**src/rtl/wdata_burst_mngr_if.sv**
```systemverilog
// -----------------------------------------------------------------------------
// wdata_burst_mngr_if
// Bundles the burst-request handshake, the AXI W channel and the completion
// pulse of wdata_burst_mngr.
//   master : the burst manager (takes requests, drives the W channel)
//   slave  : the environment (offers requests, accepts W beats)
// Signals:
//   req_valid/req_ready      request handshake
//   req_id/req_wdata/req_mask  burst ID, payload and byte masks (beat 0 in LSBs,
//                            mask bit 1 = byte not written)
//   wvalid/wready/wdata/wstrb/wlast  AXI W channel
//   finish_wd/finish_id      final-beat handshake pulse and its burst ID
// -----------------------------------------------------------------------------
interface wdata_burst_mngr_if #(
  parameter int DATA_W = 32,
  parameter int BEATS  = 4,
  parameter int ID_W   = 4
);
  localparam int STRB_W = DATA_W / 8;

  logic                       req_valid;
  logic                       req_ready;
  logic [ID_W-1:0]            req_id;
  logic [DATA_W*BEATS-1:0]    req_wdata;
  logic [STRB_W*BEATS-1:0]    req_mask;

  logic                       wvalid;
  logic                       wready;
  logic [DATA_W-1:0]          wdata;
  logic [STRB_W-1:0]          wstrb;
  logic                       wlast;

  logic                       finish_wd;
  logic [ID_W-1:0]            finish_id;

  modport master (
    input  req_valid, req_id, req_wdata, req_mask, wready,
    output req_ready, wvalid, wdata, wstrb, wlast, finish_wd, finish_id
  );

  modport slave (
    output req_valid, req_id, req_wdata, req_mask, wready,
    input  req_ready, wvalid, wdata, wstrb, wlast, finish_wd, finish_id
  );
endinterface

```
**src/rtl/wdata_burst_mngr.sv**
```systemverilog
// -----------------------------------------------------------------------------
// wdata_burst_mngr
// Captures fixed-length write bursts (ID, data, byte masks) and plays them out
// beat by beat on an AXI W channel. The first beat appears the cycle after the
// request is accepted; a request accepted on the final beat handshake of the
// current burst starts the next cycle with no idle gap.
//
// Ports:
//   clk    single clock, all state on the rising edge
//   rst_n  asynchronous active-low reset (aborts any burst in flight)
//   bus    wdata_burst_mngr_if.master: request handshake, W channel,
//          finish_wd/finish_id completion pulse
//
// Build option:
//   WDATA_BURST_MNGR_QUEUE_EN defined   -> 2-entry burst FIFO, req_ready = not full
//   WDATA_BURST_MNGR_QUEUE_EN undefined -> single entry,
//                                          req_ready = idle | final handshake
// -----------------------------------------------------------------------------
module wdata_burst_mngr #(
  parameter int DATA_W = 32,
  parameter int BEATS  = 4,
  parameter int ID_W   = 4
) (
  input  logic               clk,
  input  logic               rst_n,
  wdata_burst_mngr_if.master bus
);
  localparam int STRB_W = DATA_W / 8;
  localparam int CNT_W  = $clog2(BEATS);
`ifdef WDATA_BURST_MNGR_QUEUE_EN
  localparam int DEPTH  = 2;
`else
  localparam int DEPTH  = 1;
`endif

  typedef enum logic {IDLE, BURST} state_t;

  state_t                   state_reg, state_next;
  logic [CNT_W-1:0]         beat_reg, beat_next;
  logic [1:0]               count_reg, count_next, wr_idx;
  logic                     push, pop, req_ready_int;

  // Slot 0 is always the burst in flight; further slots are queued bursts.
  logic [ID_W-1:0]          slot_id_reg   [DEPTH];
  logic [ID_W-1:0]          slot_id_next  [DEPTH];
  logic [DATA_W*BEATS-1:0]  slot_data_reg [DEPTH];
  logic [DATA_W*BEATS-1:0]  slot_data_next[DEPTH];
  logic [STRB_W*BEATS-1:0]  slot_mask_reg [DEPTH];
  logic [STRB_W*BEATS-1:0]  slot_mask_next[DEPTH];

  // Contents of the slot above each slot (zero above the top slot).
  logic [DEPTH-1:0][ID_W-1:0]         slot_id_up;
  logic [DEPTH-1:0][DATA_W*BEATS-1:0] slot_data_up;
  logic [DEPTH-1:0][STRB_W*BEATS-1:0] slot_mask_up;

  logic                     wvalid_reg, wlast_reg;
  logic [DATA_W-1:0]        wdata_reg;
  logic [STRB_W-1:0]        wstrb_reg;
  logic [ID_W-1:0]          finish_id_reg;

  // Final beat handshake retires the burst in slot 0.
  assign pop  = wvalid_reg & bus.wready & wlast_reg;

`ifdef WDATA_BURST_MNGR_QUEUE_EN
  assign req_ready_int = (count_reg != 2'(DEPTH));
`else
  assign req_ready_int = (state_reg == IDLE) | pop;
`endif

  assign push       = bus.req_valid & req_ready_int;
  assign count_next = count_reg + {1'b0, push} - {1'b0, pop};
  // Write position accounts for the shift-down caused by a simultaneous pop.
  assign wr_idx     = count_reg - {1'b0, pop};

  genvar gi;
  generate
    for (gi = 0; gi < DEPTH; gi++) begin : g_up
      if (gi == DEPTH - 1) begin : g_top
        assign slot_id_up[gi]   = '0;
        assign slot_data_up[gi] = '0;
        assign slot_mask_up[gi] = '0;
      end else begin : g_mid
        assign slot_id_up[gi]   = slot_id_reg[gi+1];
        assign slot_data_up[gi] = slot_data_reg[gi+1];
        assign slot_mask_up[gi] = slot_mask_reg[gi+1];
      end
    end
  endgenerate

  // Shift-register FIFO: pop moves every slot down, push fills the first free one.
  always_comb begin
    for (int i = 0; i < DEPTH; i++) begin
      slot_id_next[i]   = pop ? slot_id_up[i]   : slot_id_reg[i];
      slot_data_next[i] = pop ? slot_data_up[i] : slot_data_reg[i];
      slot_mask_next[i] = pop ? slot_mask_up[i] : slot_mask_reg[i];
      if (push && (wr_idx == 2'(i))) begin
        slot_id_next[i]   = bus.req_id;
        slot_data_next[i] = bus.req_wdata;
        slot_mask_next[i] = bus.req_mask;
      end
    end
  end

  always_comb begin
    state_next = state_reg;
    beat_next  = beat_reg;
    case (state_reg)
      IDLE: begin
        if (push) begin
          state_next = BURST;
          beat_next  = '0;
        end
      end
      BURST: begin
        if (wvalid_reg && bus.wready) begin
          // Power-of-two BEATS: natural wrap returns to beat 0 after the last.
          beat_next = beat_reg + 1'b1;
          if (wlast_reg && (count_next == 2'd0)) begin
            state_next = IDLE;
          end
        end
      end
      default: begin
        state_next = IDLE;
        beat_next  = '0;
      end
    endcase
  end

  // W-channel outputs are registered from next-state values so they stay
  // glitch-free and hold naturally while stalled.
  always_ff @(posedge clk or negedge rst_n) begin
    if (!rst_n) begin
      state_reg     <= IDLE;
      beat_reg      <= '0;
      count_reg     <= '0;
      for (int i = 0; i < DEPTH; i++) begin
        slot_id_reg[i]   <= '0;
        slot_data_reg[i] <= '0;
        slot_mask_reg[i] <= '0;
      end
      wvalid_reg    <= 1'b0;
      wlast_reg     <= 1'b0;
      wdata_reg     <= '0;
      wstrb_reg     <= '0;
      finish_id_reg <= '0;
    end else begin
      state_reg <= state_next;
      beat_reg  <= beat_next;
      count_reg <= count_next;
      for (int i = 0; i < DEPTH; i++) begin
        slot_id_reg[i]   <= slot_id_next[i];
        slot_data_reg[i] <= slot_data_next[i];
        slot_mask_reg[i] <= slot_mask_next[i];
      end
      wvalid_reg <= (state_next == BURST);
      wlast_reg  <= (state_next == BURST) && (beat_next == CNT_W'(BEATS - 1));
      if (state_next == BURST) begin
        wdata_reg     <= slot_data_next[0][32'(beat_next) * DATA_W +: DATA_W];
        wstrb_reg     <= ~slot_mask_next[0][32'(beat_next) * STRB_W +: STRB_W];
        finish_id_reg <= slot_id_next[0];
      end else begin
        wdata_reg <= '0;
        wstrb_reg <= '0;
      end
    end
  end

  assign bus.req_ready = req_ready_int;
  assign bus.wvalid    = wvalid_reg;
  assign bus.wdata     = wdata_reg;
  assign bus.wstrb     = wstrb_reg;
  assign bus.wlast     = wlast_reg;
  assign bus.finish_wd = wvalid_reg & bus.wready & wlast_reg;
  assign bus.finish_id = finish_id_reg;

endmodule

```
**src/flat_wrapper.sv**
```systemverilog
// flat-port wrapper written by rule: the top's interface ports become plain ports
module wdata_burst_mngr_flat 
#(
  parameter int DATA_W = 32,
  parameter int BEATS  = 4,
  parameter int ID_W   = 4
)
  (clk, rst_n, bus_req_valid, bus_req_id, bus_req_wdata, bus_req_mask, bus_wready, bus_req_ready, bus_wvalid, bus_wdata, bus_wstrb, bus_wlast, bus_finish_wd, bus_finish_id);
  wdata_burst_mngr_if #(.DATA_W(DATA_W), .BEATS(BEATS), .ID_W(ID_W)) bus_i ();
  input  logic clk;
  input  logic rst_n;
  input wire logic [$bits(bus_i.req_valid)-1:0] bus_req_valid;
  input wire logic [$bits(bus_i.req_id)-1:0] bus_req_id;
  input wire logic [$bits(bus_i.req_wdata)-1:0] bus_req_wdata;
  input wire logic [$bits(bus_i.req_mask)-1:0] bus_req_mask;
  input wire logic [$bits(bus_i.wready)-1:0] bus_wready;
  output wire logic [$bits(bus_i.req_ready)-1:0] bus_req_ready;
  output wire logic [$bits(bus_i.wvalid)-1:0] bus_wvalid;
  output wire logic [$bits(bus_i.wdata)-1:0] bus_wdata;
  output wire logic [$bits(bus_i.wstrb)-1:0] bus_wstrb;
  output wire logic [$bits(bus_i.wlast)-1:0] bus_wlast;
  output wire logic [$bits(bus_i.finish_wd)-1:0] bus_finish_wd;
  output wire logic [$bits(bus_i.finish_id)-1:0] bus_finish_id;
  assign bus_i.req_valid = bus_req_valid;
  assign bus_i.req_id = bus_req_id;
  assign bus_i.req_wdata = bus_req_wdata;
  assign bus_i.req_mask = bus_req_mask;
  assign bus_i.wready = bus_wready;
  assign bus_req_ready = bus_i.req_ready;
  assign bus_wvalid = bus_i.wvalid;
  assign bus_wdata = bus_i.wdata;
  assign bus_wstrb = bus_i.wstrb;
  assign bus_wlast = bus_i.wlast;
  assign bus_finish_wd = bus_i.finish_wd;
  assign bus_finish_id = bus_i.finish_id;
  wdata_burst_mngr #(.DATA_W(DATA_W), .BEATS(BEATS), .ID_W(ID_W)) u_core (.clk(clk), .rst_n(rst_n), .bus(bus_i));
endmodule
```
**config.mk**
```make
export PLATFORM = sky130hd
export DESIGN_NAME = wdata_burst_mngr_flat
export DESIGN_NICKNAME = d
export VERILOG_FILES = /design/src/rtl/wdata_burst_mngr_if.sv /design/src/rtl/wdata_burst_mngr.sv /design/src/flat_wrapper.sv
export SDC_FILE = /design/constraint.sdc
export NUM_CORES = 1
export LEC_CHECK = 0
export ABC_AREA = 1
export CAP_MARGIN = 10
export CORE_MARGIN = 2
export CORE_UTILIZATION = 55
export DETAILED_ROUTE_END_ITERATION = 12
export DONT_BUFFER_PORTS = 1
export GPL_TIMING_DRIVEN = 0
export PLACE_DENSITY = 0.67
export SLEW_MARGIN = 20
export SYNTH_ARGS = -nofsm -noshare
export SYNTH_HDL_FRONTEND = slang
export SYNTH_SLANG_ARGS = --single-unit
```
**constraint.sdc**
```tcl
create_clock -name clk -period 6.9 [get_ports clk]
set_input_delay 0.69 -clock clk [delete_from_list [all_inputs] [get_ports clk]]
set_output_delay 0.69 -clock clk [all_outputs]
set_load 0.01 [all_outputs]
```
# Word level (Yosys, flattened, before mapping)
# Index checks and enable logic that the tools add are counted.
totals:
  wordCells: 44
  ff_bits: 194
  output_inout_bits: 44
  input_bits: 152
op_classes:
  addsub: 4
  n_bitwise: 6
  muxes: 15
  reduce_logical: 6
  n_eq_ne: 1
  shifts: 2
op_table:
  columns: ["operator", "count"]
  rows:
  - ["$mux W128", 2]
  - ["$shiftx A128 B8 Y32", 1]
  - ["$mux W16", 2]
  - ["$mux W32", 1]
  - ["$shiftx A16 B5 Y4", 1]
  - ["$mux W4", 3]
  - ["$logic_and A1 B1 Y1", 4]
  - ["$logic_not A2 Y1", 2]
  - ["$mux W2", 2]
  - ["$not A4 Y4", 1]
  - ["$pmux W2 S2", 1]
  - ["$sub A2 B1 Y2", 2]
  - ["$and A1 B1 Y1", 3]
  - ["$mux W1", 3]
  - ["$add A2 B1 Y2", 1]
  - ["$add A2 B1 Y2 const B", 1]
  - ["$eq A2 B2 Y1 const B", 1]
  - ["$pmux W1 S2", 1]
  - ["$not A1 Y1", 1]
  - ["$or A1 B1 Y1", 1]

# Logic depth before layout (Yosys ltp)
# Gate-level depths: netlist of the first run.
depth:
  word_depth: 12
  depth_mapped: 16

# Worst setup path before layout of the first run
# OpenSTA, ideal clock, no wires.
synth_timing:
  kind: "input port to flip-flop"
  start: "input port bus_wready"
  end: "register u_core.wdata_reg[10], in the netlist u_core.bus.wdata[10]"
  setup_slack_ns: 4.023
  required_time_ns: 6.828
  stages: 14
  t_arrival_ns: 2.806
  cell_sequence: "nand3_4 > buf_2 > clkbuf_1 > inv_1 > ha_1 > inv_1 > ha_1 > nor2_1 > nand3_1 > nand2_1 > nand2_1 > buf_1 > nand3_1 > nor2_1"
synth_between:
  elab_chain_len: 12
synth_lines:
  columns: ["element", "line_no", "rtl"]
  rows:
  - ["start, declared", "flat_wrapper.sv:16", "input wire logic [$bits(bus_i.wready)-1:0] bus_wready;"]
  - ["$and A1 B1 Y1 (*) (2 in a row)", null, null]
  - ["via bus_finish_wd", "flat_wrapper.sv:22", "output wire logic [$bits(bus_i.finish_wd)-1:0] bus_finish_wd;"]
  - ["$or A1 B1 Y1", "wdata_burst_mngr.sv:67", "assign req_ready_int = (state_reg == IDLE) | pop;"]
  - ["$and A1 B1 Y1", "wdata_burst_mngr.sv:70", "assign push = bus.req_valid & req_ready_int;"]
  - ["$add A2 B1 Y2", "wdata_burst_mngr.sv:71", "assign count_next = count_reg + {1'b0, push} - {1'b0, pop};"]
  - ["$sub A2 B1 Y2 (*)", "wdata_burst_mngr.sv:71", null]
  - ["via u_core.count_next[0]", "wdata_burst_mngr.sv:40", "logic [1:0] count_reg, count_next, wr_idx;"]
  - ["$logic_not A2 Y1 (*)", "wdata_burst_mngr.sv:118", "if (wlast_reg && (count_next == 2'd0)) begin"]
  - ["$logic_and A1 B1 Y1 (*)", "wdata_burst_mngr.sv:118", null]
  - ["$mux W1 (*)", "wdata_burst_mngr.sv:118", null]
  - ["$mux W1 (*)", "wdata_burst_mngr.sv:115", "if (wvalid_reg && bus.wready) begin"]
  - ["$pmux W1 S2 (*)", "wdata_burst_mngr.sv:107", "case (state_reg)"]
  - ["$mux W32 (*)", "wdata_burst_mngr.sv:158", "if (state_next == BURST) begin"]
  - ["end signal, assigned", "wdata_burst_mngr.sv:159", "wdata_reg <= slot_data_next[0][32'(beat_next) * DATA_W +: DATA_W];"]
  - ["end, declared", "wdata_burst_mngr.sv:57", "logic [DATA_W-1:0] wdata_reg;"]
# The timed path passes the listed nets; every way through them passes the cells marked *.
# A chain may end at the register's enable or synchronous reset.

# Final worst setup path of the first run
layout_timing:
  start: "register u_core.state_reg"
  end: "register u_core.wdata_reg[4], in the netlist u_core.bus.wdata[4]"
layout_between:
  elab_chain_len: 12
layout_lines:
  columns: ["element", "line_no", "rtl"]
  rows:
  - ["start, declared", "wdata_burst_mngr.sv:38", "state_t state_reg, state_next;"]
  - ["start signal, assigned", "wdata_burst_mngr.sv:148", "state_reg <= state_next;"]
  - ["$and A1 B1 Y1 (*) (2 in a row)", null, null]
  - ["via bus_finish_wd", "flat_wrapper.sv:22", null]
  - ["$or A1 B1 Y1", "wdata_burst_mngr.sv:67", null]
  - ["$and A1 B1 Y1", "wdata_burst_mngr.sv:70", null]
  - ["$add A2 B1 Y2", "wdata_burst_mngr.sv:71", null]
  - ["$sub A2 B1 Y2 (*)", "wdata_burst_mngr.sv:71", null]
  - ["via u_core.count_next[0]", "wdata_burst_mngr.sv:40", null]
  - ["$logic_not A2 Y1 (*)", "wdata_burst_mngr.sv:118", null]
  - ["$logic_and A1 B1 Y1 (*)", "wdata_burst_mngr.sv:118", null]
  - ["$mux W1 (*)", "wdata_burst_mngr.sv:118", null]
  - ["$mux W1 (*)", "wdata_burst_mngr.sv:115", null]
  - ["$pmux W1 S2 (*)", "wdata_burst_mngr.sv:107", null]
  - ["$mux W32 (*)", "wdata_burst_mngr.sv:158", null]
# Marks and branches as above.

==> metrics, run 1 <==
Worst-Margin Slew=1020 ps; final hold violation count=0; cell count after synthesis=1431; CTS tree=yes; Seq cells post-synth=194; FF-to-FF Start=u_core.state_reg; Filler cells=1738; CP peak stage delay=550 ps; die area=19800 um^2; fin util=60.8%; Wirelength per Cell=18.1 um; antenna cells=0; r2r setup slk=2750 ps; Placeable Area=18500 um^2; worst skew pair latency=440 ps; post-CTS setup buffer count=0; pin count of the biggest net entering global routing=195; total power=5.61 mW; Hold WC Path Type=in2async; final setup fails=0; fmax=241 MHz; CTS Sinks=194; # DRC=0; Total GRT Usage=31.4%; Area growth syn-to-layout=9.49%; Final nets=1605; setup TNS=0 ps; Sw Pwr=2.54 mW; Ys Warns=0; CP max stage cell=clkbuf_1; initial DRC count=867; crit end category=flip-flop; Largest delay share family, worst path=buffers and inverters; RSZ-0062 raised after global routing=false; Clock Tree Root=clkbuf_16; WHS=280 ps; register area share after synthesis=47.2%; Die W=141 um; switch share=45.3%; final worst setup slack=2750 ps; commonest cells after routing, fill and taps aside=nand2_1, inv_1, dfrtp_1; worst path cell trace=buf_4 -> nand3_4 -> buf_2 -> clkbuf_1 -> inv_1 -> ha_1 -> inv_1 -> ha_1 -> nor2_1 -> nand3_1 -> nand2_1 -> nand2_1 -> clkbuf_1 -> nand3_1 -> nor2_1; clock power share=20.0%; Max Root-Sink Buffers=2; post_cts resized=0; Critical Path RT=7240 ps; Pins Over Slew Limit=0; Rows=50; period utilization=60.2%; CP startpoint kind=flip-flop; Routed WL=30700 um; vias in the first global route=8629; Initial Utilization=55.5%; internal power=3.07 mW; largest fanout on the critical path=10; peak supply drop=0.271 mV; hold buffers post-CTS=1; GR Overflow Total=0; WP data arrival=4500 ps; Cell Area, Synth=10300 um^2; Detail Placement HPWL=22100 um; Sequential Area=4850 um^2; kind of critical path=reg2reg; Syn Nets=1585; initial antenna violation count=1; fin crit period=4150 ps; leakage power=6.89 nW; Seq pwr share=32.2%; multi-input logic area=4110 um^2; pwr/cell area=498 nW/um^2; drt first pass iters=5; Reg clk slew, reported paths=70 ps; syn_area_per_cell=7.19 um^2; die span in y=141 um; Comb pwr share=47.8%; max reg flops=128; port buffer count=0; post-DR vias/cell=5.50; pre-CTS setup slack=2720 ps; cts bufs inserted=17; Max Cap Violations=0; status=completed; post-route ant nets=0; Synth cell types=21; cell depth of the worst flop-to-flop path=15; Ports=196; first-pass GRT wire length=47500 um; # H-tree levels=4; DR vias=9335; CP Buf/Inv Count=6; skew final=9.70 ps; R2R Path End=u_core.bus.wdata[4]; slew margin rel.=32.1%; share of cells above drive strength 1=7.38%; final RePlAce weighted congestion=0.858; commonest non-fill, non-tap cell in the layout=nand2_1
## power by group through the flow
| stage | Sequential (mW) | Clock (mW) | Combinational, mW |
|---|---|---|---|
| finish | 1.81 | 1.12 | 2.68 |
| global route | 1.84 | 1.17 | 3.01 |
| CTS | 1.81 | 1.12 | 2.65 |
| detailed placement | 1.83 | 0 | 2.60 |
| global placement | 1.81 | 0 | 2.57 |
| floorplan | 1.78 | 0 | 1.84 |
## Yosys cell counts, drive strengths merged
library cell | number | area share, %
a21boi | 2 | 0.15
nand2 | 491 | 18
clkbuf | 26 | 0.95
dfrtp | 194 | 47
nand4 | 145 | 8.8
inv | 220 | 8.0
ha | 2 | 0.24
a21o | 1 | 0.073
nor2 | 111 | 4.1
buf | 76 | 3.8
and2 | 36 | 2.2
nand3 | 127 | 6.4
## metrics by stage
step           instance area (um^2)  std cells
2_1_floorplan                 10300       1431
3_3_place_gp                  10600       1665
3_5_place_dp                  10600       1665
4_1_cts                       11300       1697
5_1_grt                       11300       1697
6_report                      11300       1697
## area by class of cell
cell class	instances	share of cell area, %
buffer	102	4.37
clock buffer	20	4.06
clock inverter	11	1.77
inverter	220	7.33
multi-input combinational	915	36.5
sequential	194	43.1
tap	234	2.60
timing repair buffer	1	0.244
## cells by family (layout without fill, tap and decap cells)
family | Yosys count | after routing | share of synthesized area [%]
and+or+nand+nor | 910 | 910 | 39.5
buffers and inverters | 322 | 354 | 12.8
DFF | 194 | 194 | 47.2
AOI/OAI and AO/OA | 3 | 3 | 0.219
adders and majority gates | 2 | 2 | 0.243
## metal layers
layer | global-route usage, % | part of all wire (%) | vias up
met2 | 49.6 | 47 | 395
met5 | 0 | 0 | -
met1 | 44.9 | 44 | 4417
met4 | 7.26 | 1.4 | 0
met3 | 6.52 | 8.4 | 39
li1 | - | - | 4484
## worst max-delay path by stage
stage                           from                   end  slack, ps  depth (start not counted)
finish              u_core.state_reg   u_core.bus.wdata[4]       2750                         15
global route        u_core.state_reg  u_core.bus.wdata[18]       2520                         15
CTS                 u_core.state_reg  u_core.bus.wdata[18]       2790                         15
detailed placement        bus_wready  u_core.bus.wdata[18]       2720                         14
global placement          bus_wready  u_core.bus.wdata[18]       2750                         14
floorplan                 bus_wready  u_core.bus.wdata[10]       4020                         14
Power figures use the tool's default switching activity.
==> run 2: changes to the inputs <==
==> constraint.sdc (replaced) <==
create_clock -name clk -period 4.25 [get_ports clk]
set_input_delay 0.425 -clock clk [delete_from_list [all_inputs] [get_ports clk]]
set_output_delay 0.425 -clock clk [all_outputs]
set_load 0.01 [all_outputs]
==> run 2 against run 1 <==
Global-route usage about the same. Critical path depth decreased by 1. Sequential power is 62% higher. Worst hold slack lost 610 ps. Clock-buffer cell count unchanged. Wire length rose by 0.22%. Register-to-register slack got worse by 2200 ps. Highest routed layer unchanged. The flow now finishes with violations (hold timing). Clock power is 63% higher. Total power increased by 62%.
==> metrics, run 2 (same netlist as run 1, synthesis figures left out) <==
R2R Path End=u_core.bus.wdata[18] (was u_core.bus.wdata[4]); Wirelength per Cell=18.2 um (was 18.1 um); Hold WC Path Type=in2async (unchanged); WHS=-328 ps (was 280 ps); skew final=6.95 ps (was 9.70 ps); post-route ant nets=0 (unchanged); CTS Sinks=194 (unchanged); Ports=196 (unchanged); r2r setup slk=510 ps (was 2750 ps); fmax=268 MHz (was 241 MHz); max reg flops=128 (unchanged); # DRC=0 (unchanged); fin util=60.6% (was 60.8%); RSZ-0062 raised after global routing=false (unchanged); internal power=4.98 mW (was 3.07 mW); Die W=141 um (unchanged); Seq pwr share=32.4% (was 32.2%); # H-tree levels=4 (unchanged); initial DRC count=908 (was 867); Area growth syn-to-layout=9.18% (was 9.49%); drt first pass iters=5 (unchanged); Total GRT Usage=31.4% (about the same); FF-to-FF Start=u_core.state_reg (unchanged); vias in the first global route=8623 (was 8629); first-pass GRT wire length=47500 um (about the same); Critical Path RT=4610 ps (was 7240 ps); failing checks=hold timing; Routed WL=30800 um (was 30700 um); post-DR vias/cell=5.47 (was 5.50); Reg clk slew, reported paths=70 ps (about the same); die span in y=141 um (unchanged); CTS tree=yes (unchanged); leakage power=6.87 nW (was 6.89 nW); initial antenna violation count=1 (unchanged); final setup fails=0 (unchanged); peak supply drop=0.441 mV (was 0.271 mV); total power=9.07 mW (was 5.61 mW); status=complete, but fails checks (was completed); largest fanout on the critical path=19 (was 10); commonest cells after routing, fill and taps aside=nand2_1, inv_1, dfrtp_1 (unchanged); worst skew pair latency=440 ps (about the same); final hold violation count=194 (was 0); final RePlAce weighted congestion=0.858 (unchanged); GR Overflow Total=0 (unchanged); slew margin rel.=62.5% (was 32.1%); period utilization=87.9% (was 60.2%); WP data arrival=4090 ps (was 4500 ps); post_cts resized=0 (unchanged); setup TNS=0 ps (unchanged); Clock Tree Root=clkbuf_16 (unchanged); Placeable Area=18500 um^2 (unchanged); Max Cap Violations=0 (unchanged); DR vias=9272 (was 9335); commonest non-fill, non-tap cell in the layout=nand2_1 (unchanged); kind of critical path=reg2reg (unchanged); Sw Pwr=4.08 mW (was 2.54 mW); Final nets=1603 (was 1605); switch share=45.0% (was 45.3%); CP startpoint kind=flip-flop (unchanged); Worst-Margin Slew=563 ps (was 1020 ps); cts bufs inserted=17 (unchanged); cell depth of the worst flop-to-flop path=14 (was 15); Comb pwr share=47.6% (was 47.8%); Detail Placement HPWL=22100 um (unchanged); clock power share=20.1% (was 20.0%); crit end category=flip-flop (unchanged); design area=11200 um^2 (was 11300 um^2); pwr/cell area=807 nW/um^2 (was 498 nW/um^2); pin count of the biggest net entering global routing=195 (unchanged); Max Root-Sink Buffers=2 (unchanged); port buffer count=0 (unchanged); antenna cells=0 (unchanged); fin crit period=3740 ps (was 4150 ps); Initial Utilization=55.5% (unchanged); post-CTS setup buffer count=0 (unchanged); Placed Area=10600 um^2 (unchanged); Pins Over Slew Limit=0 (unchanged); share of cells above drive strength 1=7.32% (was 7.38%); die area=19800 um^2 (unchanged); Rows=50 (unchanged); Filler cells=1740 (was 1738)
run 2: changes by cell type in the layout (fill, tap and decap cells not counted):
cell | previous run | this run
buf_16 | 1 | 0
clkbuf_1 | 27 | 26
run 2: power by group through the flow:
stage | Combinational (mW) | Clock (mW) | Sequential [mW]
final | 4.31 | 1.82 | 2.93
after global routing | 4.84 | 1.90 | 3.00
after global placement | 4.17 | 0 | 2.94
after floorplan | 2.99 | 0 | 2.90
after CTS | 4.26 | 1.82 | 2.93
after detailed placement | 4.22 | 0 | 2.96
run 2: stage by stage:
stage | std cells | setup slack, ps
after global placement | 1665 | 206
after detailed placement | 1665 | 165
after global routing | 1695 | 304
final | 1695 | 515
after CTS | 1696 | 142
after floorplan | 1431 | 1500
run 2: layout make-up:
type / count / area (um^2) / area share (%)
flip-flops and latches: 194 / 4850 / 43.2
plain buffers: 101 / 488 / 4.35
clock inverters: 11 / 199 / 1.77
well taps: 234 / 293 / 2.61
clock buffers: 20 / 457 / 4.07
inverters: 220 / 826 / 7.35
multi-input cells: 915 / 4110 / 36.6
run 2: metal layers:
metal,global-route usage (%),vias up,wire length (um)
met4,7.26,0,462
met1,44.9,4418,13500
li1,-,4483,-
met2,49.6,333,14300
met3,6.59,38,2510
met5,0,-,0
run 2: critical path, stage by stage, from the launching register on:
cell and delay (ps):
dfrtp_1 420, buf_4 190, nand3_4 150, buf_2 450, inv_1 200, ha_1 330, inv_1 50, ha_1 290
nor2_1 50, nand3_1 70, nand2_1 170, nand2_1 280, buf_1 460, nand3_1 290, nor2_1 220
run 2: how the worst max path moves through the flow:
stage | start | to | slack (ps) | cells after the start
global route | u_core.state_reg | u_core.bus.wdata[18] | 300 | 14
CTS | u_core.state_reg | u_core.bus.wdata[18] | 140 | 15
finish | u_core.state_reg | u_core.bus.wdata[18] | 510 | 14
detailed placement | u_core.state_reg | u_core.bus.wdata[18] | 170 | 15
global placement | u_core.state_reg | u_core.bus.wdata[18] | 210 | 15
floorplan | u_core.state_reg | u_core.bus.wdata[10] | 1500 | 15
